## src/rtl/interval_timer_scheduler_pkg.sv

```systemverilog
// Shared definitions for the interval timer scheduler: FSM encoding and default counter width.
package interval_timer_scheduler_pkg;

  localparam int CNT_W = 16;

  typedef enum logic [1:0] {
    S_IDLE = 2'd0,
    S_RUN  = 2'd1,
    S_DONE = 2'd2
  } state_t;

endpackage

```

## src/rtl/rr_arbiter_pick.sv

```systemverilog
// Combinational round-robin pick: first set request bit searching upward from ptr, with wrap.
module rr_arbiter_pick #(
  parameter int N     = 4,
  parameter int IDX_W = (N > 1) ? $clog2(N) : 1
) (
  input  logic [N-1:0]     req,
  input  logic [IDX_W-1:0] ptr,
  output logic [IDX_W-1:0] idx,
  output logic             valid
);

  logic [IDX_W-1:0] probe;

  always_comb begin
    idx   = '0;
    valid = 1'b0;
    probe = '0;
    for (int i = 0; i < N; i++) begin
      probe = IDX_W'((int'(ptr) + i) % N);
      if (!valid && req[probe]) begin
        idx   = probe;
        valid = 1'b1;
      end
    end
  end

endmodule

```

## src/rtl/interval_timer_scheduler.sv

```systemverilog
// Shares one cycle counter among NUM_REQ requesters; round-robin grant, run to latched
// duration, then a one-cycle done pulse to the owner. All outputs are registered.
module interval_timer_scheduler #(
  parameter int NUM_REQ = 4,
  parameter int CNT_W   = interval_timer_scheduler_pkg::CNT_W
) (
  input  logic                     clk,
  input  logic                     rst,
  input  logic [NUM_REQ-1:0]       req,
  input  logic [NUM_REQ*CNT_W-1:0] dur,
  output logic [NUM_REQ-1:0]       grant,
  output logic [NUM_REQ-1:0]       done,
  output logic                     busy,
  output logic [CNT_W-1:0]         elapsed
);
  import interval_timer_scheduler_pkg::*;

  localparam int IDX_W = (NUM_REQ > 1) ? $clog2(NUM_REQ) : 1;

  state_t             state, state_nx;
  logic [IDX_W-1:0]   owner, owner_nx;
  logic [IDX_W-1:0]   rr_ptr, ptr_nx;
  logic [IDX_W-1:0]   win_idx;
  logic               win_valid;
  logic [CNT_W-1:0]   dur_l, dur_nx;
  logic [CNT_W-1:0]   count, count_nx;
  logic [NUM_REQ-1:0] grant_nx, done_nx;
  logic               busy_nx;
  logic               abort, at_end;
  logic [IDX_W-1:0]   ptr_after;

  rr_arbiter_pick #(.N(NUM_REQ), .IDX_W(IDX_W)) u_pick (
    .req   (req),
    .ptr   (rr_ptr),
    .idx   (win_idx),
    .valid (win_valid)
  );

  // Abort is checked before completion so a dropped req never yields done.
  assign abort     = !req[owner];
  assign at_end    = (count == dur_l);
  assign ptr_after = IDX_W'((int'(owner) + 1) % NUM_REQ);
  assign elapsed   = count;

  always_ff @(posedge clk or negedge rst) begin
    if (!rst) begin
      state  <= S_IDLE;
      owner  <= '0;
      rr_ptr <= '0;
      dur_l  <= '0;
      count  <= '0;
      grant  <= '0;
      done   <= '0;
      busy   <= 1'b0;
    end else begin
      state  <= state_nx;
      owner  <= owner_nx;
      rr_ptr <= ptr_nx;
      dur_l  <= dur_nx;
      count  <= count_nx;
      grant  <= grant_nx;
      done   <= done_nx;
      busy   <= busy_nx;
    end
  end

  always_comb begin
    state_nx = state;
    case (state)
      S_IDLE:  if (win_valid) state_nx = S_RUN;
      S_RUN: begin
        if (abort)       state_nx = S_IDLE;
        else if (at_end) state_nx = S_DONE;
      end
      S_DONE:  state_nx = S_IDLE;
      default: state_nx = S_IDLE;
    endcase
  end

  always_comb begin
    owner_nx = owner;
    ptr_nx   = rr_ptr;
    dur_nx   = dur_l;
    count_nx = count;
    grant_nx = grant;
    done_nx  = '0;
    busy_nx  = busy;
    case (state)
      S_IDLE: begin
        count_nx = '0;
        if (win_valid) begin
          owner_nx = win_idx;
          dur_nx   = dur[win_idx*CNT_W +: CNT_W];
          grant_nx = NUM_REQ'(1) << win_idx;
          busy_nx  = 1'b1;
        end
      end
      S_RUN: begin
        if (abort) begin
          grant_nx = '0;
          busy_nx  = 1'b0;
          count_nx = '0;
          ptr_nx   = ptr_after;
        end else if (at_end) begin
          done_nx = NUM_REQ'(1) << owner;
        end else begin
          count_nx = count + CNT_W'(1);
        end
      end
      S_DONE: begin
        grant_nx = '0;
        busy_nx  = 1'b0;
        count_nx = '0;
        ptr_nx   = ptr_after;
      end
      default: begin
        grant_nx = '0;
        busy_nx  = 1'b0;
        count_nx = '0;
      end
    endcase
  end

endmodule
```

## config.mk

```make
export PLATFORM = sky130hd
export DESIGN_NAME = interval_timer_scheduler
export DESIGN_NICKNAME = d
export VERILOG_FILES = /design/src/rtl/interval_timer_scheduler_pkg.sv /design/src/rtl/rr_arbiter_pick.sv /design/src/rtl/interval_timer_scheduler.sv
export SDC_FILE = /design/constraint.sdc
export NUM_CORES = 1
export LEC_CHECK = 0
export ABC_AREA = 0
export CORE_UTILIZATION = 49
export DETAILED_ROUTE_END_ITERATION = 8
export PLACE_DENSITY = 0.88
export SKIP_LAST_GASP = 1
export SYNTH_ARGS = -nofsm -noshare
export SYNTH_HDL_FRONTEND = slang
export SYNTH_SLANG_ARGS = --single-unit
```

## constraint.sdc

```tcl
create_clock -name clk -period 5.8 [get_ports clk]
set_input_delay 1.45 -clock clk [delete_from_list [all_inputs] [get_ports clk]]
set_output_delay 1.45 -clock clk [all_outputs]
set_load 0.03 [all_outputs]
```

* Yosys cells after proc, flatten, opt, wreduce, memory -nomap -nowiden
Cells that the tools add are included.
Cells by class: $add $sub $neg 5, order comparisons 5, equality and inequality tests 7, shifts and indexed selects 3, mux-type cells 36, reductions and logical operators 12
Operators by type and width (count):
- 64-bit by 7-bit variable part select with 16-bit output | 1
- 16-bit 2-to-1 mux | 3
- 4-bit 2-to-1 mux | 5
- 16-bit by 1-bit adder with 16-bit output, second input constant | 1
- 16-bit == test | 1
- 2-bit 2-to-1 mux | 8
- 2-bit by 3-bit < comparator with 1-bit output, second input constant | 5
- 1-bit 2-to-1 mux | 11
- 1-bit binary-select mux with 2-bit select | 5
- 2-bit one-hot mux with 2 select lines | 2
- 4-bit one-hot mux with 2 select lines | 1
- 2-bit AND reduction | 4
- 1-bit by 2-bit << shifter with 4-bit output, first input constant | 2
- 3-bit inequality test, second input constant | 2
- 2-bit by 1-bit adder with 2-bit output, second input constant | 2
- 2-bit adder, second input constant | 2
- 1-bit logical AND | 3
- 1-bit zero test | 3
- 2-bit by 1-bit == test with 1-bit output, second input constant | 1
- 2-bit == test, second input constant | 1
- 2-bit zero test | 1
- 2-bit by 1-bit inequality test with 1-bit output, second input constant | 1
- 2-bit inequality test, second input constant | 1
- 1-bit one-hot mux with 2 select lines | 1
- 2-bit nonzero test | 1
Storage, ports and cells: flip-flop bits (word level) 47, input port bits 70, logic and storage cells 76

* Logic depth before layout (Yosys ltp)
Gate-level depths: netlist (run 1).
word-level depth 15, depth in mapped cells 8, depth with buffers taken out 5

* Cells and area by module
Synthesis (run 1) repeated with hierarchy kept, for this count alone.
Second synthesis, totals: cell total of the unflattened synthesis 279, area, all modules 2778.9 um^2
By module, submodules not included:
- interval_timer_scheduler | instances 1, cells each 264, area an instance 2701.3 um^2, sequential area each 1176.1 um^2
- rr_arbiter_pick | instances 1, cells each 15, area an instance 77.6 um^2, sequential area each 0.0 um^2

* Worst setup path after synthesis (run 1)
OpenSTA, ideal clock, no wires.
path type input -> register, start input req[1], end register rr_ptr[1], setup time 0.125 ns, data arrival time 2.732 ns, required time 5.675 ns, path slack 2.943 ns, stages on the path 5, buffers on the path 1, cells stage by stage clkbuf_1 mux4_2 o21ai_0 o21a_1 mux2_2
Between the ends: longest elaborated chain between the ends 4
Ends and longest elaborated chain:
- start: declaration | RTL line interval_timer_scheduler.sv:9 | input logic [NUM_REQ-1:0] req,
- 1-bit binary-select mux with 2-bit select | RTL line interval_timer_scheduler.sv:40 | assign abort = !req[owner];
- 1-bit 2-to-1 mux (implied by the code) | RTL line interval_timer_scheduler.sv:40
- 2-bit inequality test (no source line)
- 2-bit AND reduction (no source line)
- end signal: assignment | RTL line interval_timer_scheduler.sv:58 | rr_ptr <= ptr_nx;
- end: declaration | RTL line interval_timer_scheduler.sv:22 | logic [IDX_W-1:0] rr_ptr, ptr_nx;
No other way between the ends. The select of a mux whose other input is x is not followed. A chain may end at the register's enable or synchronous reset.

* Worst setup path after layout (run 1)
start input req[1], end register grant[1]
Between the ends: longest elaborated chain between the ends 15, elaborated cells on any way between the ends 30, classes of those cells eq/ne (2); shift (1); mux (20); reduce/logical (7)
Ends and longest elaborated chain:
- 1-bit binary-select mux with 2-bit select | RTL line rr_arbiter_pick.sv:20 | if (!valid && req[probe]) begin
- 1-bit 2-to-1 mux (implied by the code) | RTL line rr_arbiter_pick.sv:20
- 1-bit 2-to-1 mux | RTL line rr_arbiter_pick.sv:20
- 1-bit zero test | RTL line rr_arbiter_pick.sv:20
- 1-bit logical AND | RTL line rr_arbiter_pick.sv:20
- 1-bit 2-to-1 mux | RTL line rr_arbiter_pick.sv:20
- 1-bit zero test | RTL line rr_arbiter_pick.sv:20
- 1-bit logical AND | RTL line rr_arbiter_pick.sv:20
- 1-bit 2-to-1 mux | RTL line rr_arbiter_pick.sv:20
- 1-bit zero test | RTL line rr_arbiter_pick.sv:20
- 1-bit logical AND | RTL line rr_arbiter_pick.sv:20
- 2-bit 2-to-1 mux | RTL line rr_arbiter_pick.sv:20
- 1-bit by 2-bit << shifter with 4-bit output | RTL line interval_timer_scheduler.sv:94 | grant_nx = NUM_REQ'(1) << win_idx;
- 4-bit 2-to-1 mux | RTL line interval_timer_scheduler.sv:91 | if (win_valid) begin
- 4-bit one-hot mux with 2 select lines | RTL line interval_timer_scheduler.sv:88 | case (state)
- end signal: assignment | RTL line interval_timer_scheduler.sv:61 | grant <= grant_nx;
- end: declaration | RTL line interval_timer_scheduler.sv:11 | output logic [NUM_REQ-1:0] grant,
Parallel ways exist; a longest one is shown, timed or not. The select of a mux whose other input is x is not followed.

==> results of run 1 <==
-- through the flow --
stage | hold WS (ns) | utilization, % | instance area (sq um)
after floorplan | 0.4770 | - | 2741
after global routing | 0.5382 | 72.41 | 3792
final | 0.5142 | 72.41 | 3792
after CTS | 0.5115 | 72.41 | 3792
after detailed placement | 0.4802 | 70.86 | 3711
after global placement | 0.4919 | 70.86 | 3711
-- cells by family (layout without fill, tap and decap cells) --
family | count (synthesis) | after routing | synth area share, %
multiplexers | 36 | 36 | 13.65
buffers and inverters | 20 | 109 | 3.605
flip-flops | 47 | 47 | 42.90
XOR/XNOR | 17 | 17 | 5.431
AO/OA/AOI/OAI | 64 | 64 | 16.34
adder cells (fa/ha/maj) | 5 | 5 | 2.282
AND/OR/NAND/NOR | 77 | 77 | 15.79
-- final timing paths --
kind / slack (ns) / cells past startpoint / to / from
setup / recovery: 2.42 / 5 / grant[1] / req[1]
hold / removal: 0.51 / 2 / busy / busy
setup reg to reg: 3.76 / 4 / elapsed[8] / owner[1]
hold reg to reg: 0.51 / 2 / busy / busy
max in group asynchronous: 3.86 / 1 / done[0] / rst
min in group asynchronous: 1.32 / 1 / busy / rst
-- where the power goes --
group | switching (mW) | internal (mW) | leakage, nW
clock | 0.105 | 0.0847 | 0.0422
combinational | 0.326 | 0.293 | 0.905
sequential | 0.0950 | 0.424 | 0.613
total | 0.526 | 0.802 | 1.56
-- per-layer routing --
layer	wire length, um	GRT usage [%]
met5	0	0
met4	161	12.31
met3	479	4.405
met2	3160	39.29
met1	2837	31.22
-- flip-flops by register name, summed over array words and instances, names as in the netlist --
signal / cells
dur_l: 16
elapsed: 16
done: 4
grant: 4
owner: 2
rr_ptr: 2
state: 2
busy: 1
-- cell usage after synthesis, drive strengths merged, types with 3 or more instances --
cell type | count | area [sq um]
or4 | 8 | 62.56
a21o | 3 | 22.52
and3 | 4 | 25.02
clkbuf | 3 | 11.26
or3 | 9 | 57.56
o31ai | 7 | 52.55
nand3 | 7 | 35.03
mux2i | 34 | 340.3
buf | 12 | 68.81
nand2 | 24 | 90.09
nand4 | 8 | 56.30
nor2 | 7 | 26.28
inv | 5 | 18.77
a21oi | 15 | 75.07
xnor2 | 16 | 140.1
nor2b | 3 | 18.77
dfrtp | 47 | 1176
o21ai | 12 | 60.06
ha | 5 | 62.56
o221ai | 17 | 155.1
-- layout make-up --
class,count,share of cell area (%)
Clock buffer,7,2.013
Clock inverter,1,0.1320
Inverter,5,0.4949
Multi-Input combinational cell,199,38.96
Sequential cell,47,31.01
Tap cell,70,2.309
Timing Repair Buffer,96,25.07
-- layout by cell type, fill, tap and decap left out, types with 4 or more instances in the layout --
| cell type | instances |
|---|---|
| clkdlybuf4s50_1 | 93 |
| dfrtp_1 | 47 |
| mux2i_1 | 34 |
| nand2_1 | 24 |
| xnor2_1 | 16 |
| o221ai_1 | 16 |
| a21oi_1 | 15 |
| o21ai_0 | 12 |
| or3_1 | 8 |
| nand4_1 | 7 |
| nor2_1 | 7 |
| nand3_1 | 7 |
| o31ai_1 | 7 |
| or4_1 | 6 |
| inv_1 | 5 |
| ha_1 | 5 |
| clkbuf_8 | 5 |
| and3_1 | 4 |
-- worst reg2reg max path: stages (launching register included) --
cell	delay, ns
dfrtp_1	0.43
mux4_2	0.39
nand3b_1	0.45
or4_1	0.63
nand2_1	0.08
==> results.sh, run 1 <==
export IMPL_dieArea_sq_mm=0.005897
export IMPL_post_route_cells_drive_above_1_share_pct=4.789
export IMPL_floorplan_core_area_sq_mm=0.005238
export IMPL_ctsLongestPathBuffers=2
export IMPL_mean_post_synth_cell_area_sq_um=10.31
export IMPL_setup_violations=0
export IMPL_max_cap_viol_count=0
export IMPL_detailroute_via_count=2504
export IMPL_start_util_pct=52.34
export IMPL_wl_um=6639
export IMPL_netlist_cell_type_count=44
export IMPL_nFillCells=393
export IMPL_setup_repair_after_global_routing_missed_its_margin="no"
export IMPL_postLayoutSetupSlackWorst_ns=2.421
export IMPL_synthesis_area_sq_mm=0.002741
export IMPL_slew_limit_headroom_pct=32.73
export IMPL_synthFlopType="dfrtp_1"
export IMPL_placementRows=26
export IMPL_power_static_leakage_nw=1.560
export IMPL_family_with_the_most_delay_on_the_worst_path="simple AND/OR/NAND/NOR gates"
export IMPL_place_worst_setup_slack_ns=2.083
export IMPL_hold_class="register to register"
export IMPL_design_portCount=95
export IMPL_via_count_of_the_first_global_routing_pass=2442
export IMPL_edff_count_synth=0
export IMPL_post_cts_buffers=0
export IMPL_layout_worst_path_cycle_share_pct=58.25
export IMPL_timing_max_transition_violations_final=0
export IMPL_sequential_cell_area_sq_mm=0.001176
export IMPL_post_drt_via_cell_ratio=5.892
export IMPL_final_net_count=429
export IMPL_worst_pin_slew_ns=1.009
export IMPL_worst_setup_path_end_kind="register"
export IMPL_post_cts_hold_buffer_count=0
export IMPL_dp_final_hpwl_um=5004
export IMPL_fin_cells=425
export IMPL_cts_made_buffers=5
export IMPL_gp_congestion=0.8554
export IMPL_fp_dieW_um=76.80
export IMPL_drc=0
export IMPL_synth_seq_cells=47
export IMPL_synthesis_nets=341
export IMPL_gr_total_overflow=0
export IMPL_min_period_ns=3.379
export IMPL_critPathRequiredTime_ns=5.99
export IMPL_critical_path_max_stage_delay_ns=0.62
export IMPL_seq_area_frac_synth_pct=42.90
export IMPL_critical_path_startpoint_type="input pin"
export IMPL_grt_antenna_before_repair=0
export IMPL_track_usage_pct=24.35
export IMPL_yosys_warnings=0
export IMPL_worst_path_max_fanout=20
export IMPL_pin_count_of_the_biggest_net_entering_global_routing=48
export IMPL_critical_path_class="input pin to register"
export IMPL_postSynthCellCount=266
export IMPL_syn_to_final_growth_pct=38.34
export IMPL_sequence_of_cells_on_the_critical_path="clkdlybuf4s50_1, nor4_1, or3_1, a211oi_1, a22o_1"
export IMPL_avgRoutedWirePerCell_um=15.62
export IMPL_numPortBuffers=94
export IMPL_setup_tns_ns=0
export IMPL_postRouteAntennaNets=0
export IMPL_antenna_cells=0
export IMPL_final_hold_violation_count=0
export IMPL_area_occupied_by_multi_input_gates_sq_mm=0.001478
export IMPL_synthArstFlopShare_pct=100.0
export IMPL_critical_path_arrival_ns=3.57
export IMPL_ir_drop_mv=0.2952
export IMPL_run_status="finished clean"
export IMPL_post_layout_total_power_mw=1.328
export IMPL_powerDensity_mw_per_mm2=350.2
export IMPL_dp_cells=417
export IMPL_fin_skew_ns=0.009336
export IMPL_grt_pass1_wl_um=11180
export IMPL_first_pass_iteration_count_of_the_detailed_router=4
export IMPL_deepest_level_of_the_cts_h_tree=2
export IMPL_die_height_um=76.80
export IMPL_clock_insertion_delay_worst_skew_ns=0.31
export IMPL_cts_sinks=47
export IMPL_fmax_mhz=296.0
export IMPL_drtIter0Drc=222
export IMPL_tritoncts_clock_tree="done"
export IMPL_cp_num_buf_inv=1
export IMPL_cpMaxStageDelayCell="or3_1"
export IMPL_post_cts_resized_instances=0
export IMPL_worst_setup_hold_path_clk_slew_ns=0.08
export IMPL_root_cell_of_the_clock_tree="clkbuf_8"
Power figures use the tool's default switching activity.
==> run 2, diff against run 1 <==
Settings changed: CORE_UTILIZATION 49 to 41, PLACE_DENSITY 0.88 to 0.79.
Clock period 5.8 ns to 2.9 ns, I/O delays scaled along.
==> run 2 against run 1 <==
  * Die area grew 19%
  * Largest power group unchanged
  * Critical endpoint is now dur_l[4]
  * Sequential share of layout area shrank 0.71 points
  * Critical path type unchanged
  * Sequential power grew 98%
==> results.sh, run 2 (synthesis gave the netlist of run 1 again) <==
export IMPL_dp_final_hpwl_um=5243
export IMPL_pin_count_of_the_biggest_net_entering_global_routing=37
export IMPL_worst_setup_hold_path_clk_slew_ns=0.09
export IMPL_cts_made_buffers=5
export IMPL_grt_antenna_before_repair=0
export IMPL_dieArea_sq_mm=0.007017
export IMPL_nFillCells=561
export IMPL_worst_path_max_fanout=24
export IMPL_hold_class="input pin to async pin"
export IMPL_post_cts_buffers=0
export IMPL_die_height_um=83.77
export IMPL_post_route_cells_drive_above_1_share_pct=6.925
export IMPL_worst_hold_slack_ns=0.3567
export IMPL_start_util_pct=42.93
export IMPL_switching_share_pct=38.66
export IMPL_sequentialPowerShare_pct=37.2
export IMPL_powerDensity_mw_per_mm2=715.7
export IMPL_critical_path_startpoint_type="input pin"
export IMPL_critical_path_arrival_ns=2.60
export IMPL_critPathRequiredTime_ns=3.07
export IMPL_tritoncts_clock_tree="done"
export IMPL_drtIter0Drc=207
export IMPL_most_common_library_cell_in_the_layout_ignoring_fill_and_taps="clkdlybuf4s50_1"
export IMPL_worst_pin_slew_ns=0.5741
export IMPL_final_net_count=435
export IMPL_antenna_cells=0
export IMPL_grt_pass1_wl_um=11300
export IMPL_sequence_of_cells_on_the_critical_path="clkdlybuf4s50_1, nor2b_1, o21ai_0, o221ai_4, buf_12, mux2i_1, o221ai_1"
export IMPL_track_usage_pct=19.90
export IMPL_cell_internal_pwr_mw=1.704
export IMPL_most_common_layout_cells="clkdlybuf4s50_1, dfrtp_1, mux2i_1"
export IMPL_avgRoutedWirePerCell_um=15.38
export IMPL_design_portCount=95
export IMPL_floorplan_core_area_sq_mm=0.006386
export IMPL_postRouteAntennaNets=0
export IMPL_ir_drop_mv=0.4261
export IMPL_critical_path_max_stage_delay_ns=0.64
export IMPL_cell_area_after_placement_sq_mm=0.003777
export IMPL_post_cts_resized_instances=0
export IMPL_cts_sinks=47
export IMPL_post_cts_hold_buffer_count=0
export IMPL_post_drt_via_cell_ratio=5.733
export IMPL_syn_to_final_growth_pct=41.58
export IMPL_power_combinational_fraction_pct=47.1
export IMPL_cpMaxStageDelayCell="clkdlybuf4s50_1"
export IMPL_clock_insertion_delay_worst_skew_ns=0.30
export IMPL_min_period_ns=2.427
export IMPL_max_cap_viol_count=0
export IMPL_critical_path_class="input pin to register"
export IMPL_gr_total_overflow=0
export IMPL_deepest_level_of_the_cts_h_tree=2
export IMPL_design_area_sq_mm=0.003881
export IMPL_wl_um=6735
export IMPL_switching_power_mw=1.074
export IMPL_via_count_of_the_first_global_routing_pass=2385
export IMPL_timing_max_transition_violations_final=0
export IMPL_ctsLongestPathBuffers=2
export IMPL_numPortBuffers=94
export IMPL_setup_violations=0
export IMPL_run_status="finished clean"
export IMPL_power_static_leakage_nw=1.601
export IMPL_final_hold_violation_count=0
export IMPL_clock_network_fraction_of_design_power_pct=15.8
export IMPL_slew_limit_headroom_pct=61.43
export IMPL_setup_tns_ns=0
export IMPL_worst_setup_path_end_kind="register"
export IMPL_fin_skew_ns=0.003886
export IMPL_placementRows=29
export IMPL_fmax_mhz=412.0
export IMPL_setup_repair_after_global_routing_missed_its_margin="no"
export IMPL_first_pass_iteration_count_of_the_detailed_router=4
export IMPL_drc=0
export IMPL_gp_congestion=0.8816
export IMPL_detailroute_via_count=2511
export IMPL_post_route_util_pct=60.78
export IMPL_root_cell_of_the_clock_tree="clkbuf_8"
export IMPL_layout_worst_path_cycle_share_pct=83.70
export IMPL_fp_dieW_um=83.77
==> run 2: area by class of cell <==
cell class | count | area [sq um] | share of cell area, %
Multi-Input combinational cell | 199 | 1478 | 38.07
Sequential cell | 47 | 1176 | 30.30
Timing Repair Buffer | 102 | 1008 | 25.98
Clock buffer | 7 | 96.34 | 2.482
Tap cell | 77 | 96.34 | 2.482
Inverter | 5 | 18.77 | 0.4836
Clock inverter | 1 | 7.507 | 0.1934
==> run 2: final timing paths <==
| check | startpoint | to | depth (start not counted) | slack (ns) |
|---|---|---|---|---|
| max | req[3] | dur_l[4] | 7 | 0.47 |
| min | rst | grant[2] | 1 | 0.36 |
| max reg2reg | elapsed[3] | elapsed[7] | 6 | 0.91 |
| min reg2reg | busy | busy | 2 | 0.51 |
| max in group asynchronous | rst | elapsed[0] | 2 | 1.83 |
| min in group clk | busy | busy | 2 | 0.51 |
==> run 2: worst max-delay path, delay by kind of cell <==
family / cells / cell delay, ns
compound gates: 3 / 0.72
buf+inv: 2 / 0.87
mux: 1 / 0.20
simple gates: 1 / 0.08
==> run 2: power by group through the flow <==
stage	Clock (mW)	Combinational, mW	Sequential (mW)
6_report	0.438	1.31	1.03
5_1_grt	0.474	1.43	1.06
4_1_cts	0.450	1.31	1.03
3_5_place_dp	0	1.31	1.05
3_3_place_gp	0	1.27	1.04
2_1_floorplan	0	0.825	1.07
==> run 2: per-layer routing <==
layer	part of all wire (%)	global-route usage [%]	vias up
met2	47	30.60	118
met5	0	0	-
met4	2.0	6.163	0
met3	6.4	3.561	14
li1	-	-	1186
met1	44	28.58	1193
==> run 2: through the flow <==
stage	cells	setup WS, ns	total power, mW
floorplan	266	0.7679	1.898
global placement	430	0.2485	2.314
detailed placement	430	0.1739	2.354
CTS	438	0.4953	2.800
global route	438	0.3670	2.962
finish	438	0.4726	2.778
==> run 3, diff against run 2 <==
Settings changed: CORE_UTILIZATION 41 to 46, PLACE_DENSITY 0.79 to 0.83.
Clock period 2.9 ns to 2.3 ns, I/O delays scaled along.
==> run 3 against run 2 <==
  * Hold slack worse by 0.10 ns
  * Global-route usage up 4.8 points
  * Sequential share of layout area down 1.2 points
  * Clock skew up 0.0033 ns
  * Final cell count up 2.1%
  * Critical path type is now register to primary output
==> results.sh, run 3 (synthesis gave the netlist of run 1 again) <==
export IMPL_setup_repair_after_global_routing_missed_its_margin="no"
export IMPL_detailroute_via_count=2563
export IMPL_cpMaxStageDelayCell="clkdlybuf4s50_1"
export IMPL_die_height_um=79.20
export IMPL_pin_count_of_the_biggest_net_entering_global_routing=37
export IMPL_grt_pass1_wl_um=11890
export IMPL_wl_um=7062
export IMPL_final_net_count=449
export IMPL_cp_num_buf_inv=1
export IMPL_timing_max_transition_violations_final=0
export IMPL_worst_pin_slew_ns=0.5402
export IMPL_ff2ff_setup_slack_ns=0.36
export IMPL_critical_path_arrival_ns=1.54
export IMPL_floorplan_core_area_sq_mm=0.005608
export IMPL_setup_tns_ns=0
export IMPL_fin_skew_ns=0.007160
export IMPL_postLayoutSetupSlackWorst_ns=0.1852
export IMPL_post_route_cells_drive_above_1_share_pct=10.40
export IMPL_design_portCount=95
export IMPL_start_util_pct=48.88
export IMPL_critPathRequiredTime_ns=1.73
export IMPL_via_count_of_the_first_global_routing_pass=2479
export IMPL_critical_path_max_stage_delay_ns=0.73
export IMPL_postRouteAntennaNets=0
export IMPL_clock_insertion_delay_worst_skew_ns=0.30
export IMPL_slew_limit_headroom_pct=63.99
export IMPL_numPortBuffers=94
export IMPL_grt_antenna_before_repair=0
export IMPL_dieArea_sq_mm=0.006272
export IMPL_dp_final_hpwl_um=5521
export IMPL_power_static_leakage_nw=1.700
export IMPL_drc=0
export IMPL_worst_setup_path_end_kind="primary output"
export IMPL_worst_path_max_fanout=6
export IMPL_fp_dieW_um=79.20
export IMPL_most_common_library_cell_in_the_layout_ignoring_fill_and_taps="clkdlybuf4s50_1"
export IMPL_syn_to_final_growth_pct=47.51
export IMPL_ctsLongestPathBuffers=2
export IMPL_setup_violations=0
export IMPL_post_cts_resized_instances=0
export IMPL_min_period_ns=2.115
export IMPL_post_cts_buffers=0
export IMPL_deepest_level_of_the_cts_h_tree=2
export IMPL_cts_made_buffers=5
export IMPL_first_pass_iteration_count_of_the_detailed_router=4
export IMPL_placementRows=27
export IMPL_run_status="finished clean"
export IMPL_place_worst_setup_slack_ns=-0.1217
export IMPL_drtIter0Drc=184
export IMPL_gr_total_overflow=0
export IMPL_hold_class="input pin to async pin"
export IMPL_root_cell_of_the_clock_tree="clkbuf_8"
export IMPL_critical_path_startpoint_type="register"
export IMPL_max_cap_viol_count=0
export IMPL_track_usage_pct=24.69
export IMPL_powerDensity_mw_per_mm2=927.5
export IMPL_critical_path_class="register to primary output"
export IMPL_worst_setup_hold_path_clk_slew_ns=0.08
export IMPL_tritoncts_clock_tree="done"
export IMPL_family_with_the_most_delay_on_the_worst_path="buffers and inverters"
export IMPL_post_drt_via_cell_ratio=5.734
export IMPL_ir_drop_mv=0.5656
export IMPL_layout_worst_path_cycle_share_pct=91.95
export IMPL_cts_sinks=47
export IMPL_gp_congestion=0.8514
export IMPL_avgRoutedWirePerCell_um=15.80
export IMPL_most_common_layout_cells="clkdlybuf4s50_1, dfrtp_1, mux2i_1"
export IMPL_sequence_of_cells_on_the_critical_path="clkdlybuf4s50_1"
export IMPL_post_cts_hold_buffer_count=0
export IMPL_fmax_mhz=472.9
export IMPL_antenna_cells=0
export IMPL_final_hold_violation_count=0
-- run 3: area by class of cell --
class | instances | area, sq um
clock buffer | 6 | 82.58
clock inverter | 2 | 35.03
sequential | 47 | 1176
tap | 72 | 90.09
inverter | 5 | 18.77
multi-input combinational | 199 | 1478
timing repair buffer | 116 | 1164
fill | 435 | 1564
-- run 3: final timing paths --
check / cells past startpoint / start / end
min in group clk: 1 / grant[2] / grant[2]
worst max-delay path: 1 / elapsed[0] / elapsed[0]
max in group asynchronous: 2 / rst / dur_l[15]
worst max register to register: 5 / elapsed[3] / elapsed[15]
worst min register to register: 1 / grant[2] / grant[2]
worst min-delay path: 1 / rst / grant[1]
-- run 3: power by group --
part / switching, mW / internal (mW) / total (mW)
clock network: 0.268 / 0.352 / 0.620
logic: 0.896 / 0.916 / 1.81
registers: 0.249 / 1.07 / 1.32
total: 1.41 / 2.34 / 3.75
-- run 3: layer usage --
| layer | wire, um | track usage, % | vias to the layer above | share of wire, % |
|---|---|---|---|---|
| met5 | 0 | 0 | - | 0 |
| met2 | 3415 | 40.60 | 109 | 48 |
| li1 | - | - | 1224 | - |
| met1 | 3036 | 32.70 | 1220 | 43 |
| met4 | 115 | 8.000 | 0 | 1.6 |
| met3 | 495 | 4.598 | 10 | 7.0 |
-- run 3: stage by stage --
stage               total power [mW]  hold slack, ns  area [sq um]  util (%)  instances
floorplan                      2.393          0.2794          2741         -        266
global placement               3.057          0.4875          3926     70.01        439
detailed placement             3.142          0.4863          3926     70.01        439
CTS                            3.769          0.2617          4044     72.11        447
global route                   4.010          0.2793          4044     72.11        447
finish                         3.751          0.2556          4044     72.11        447
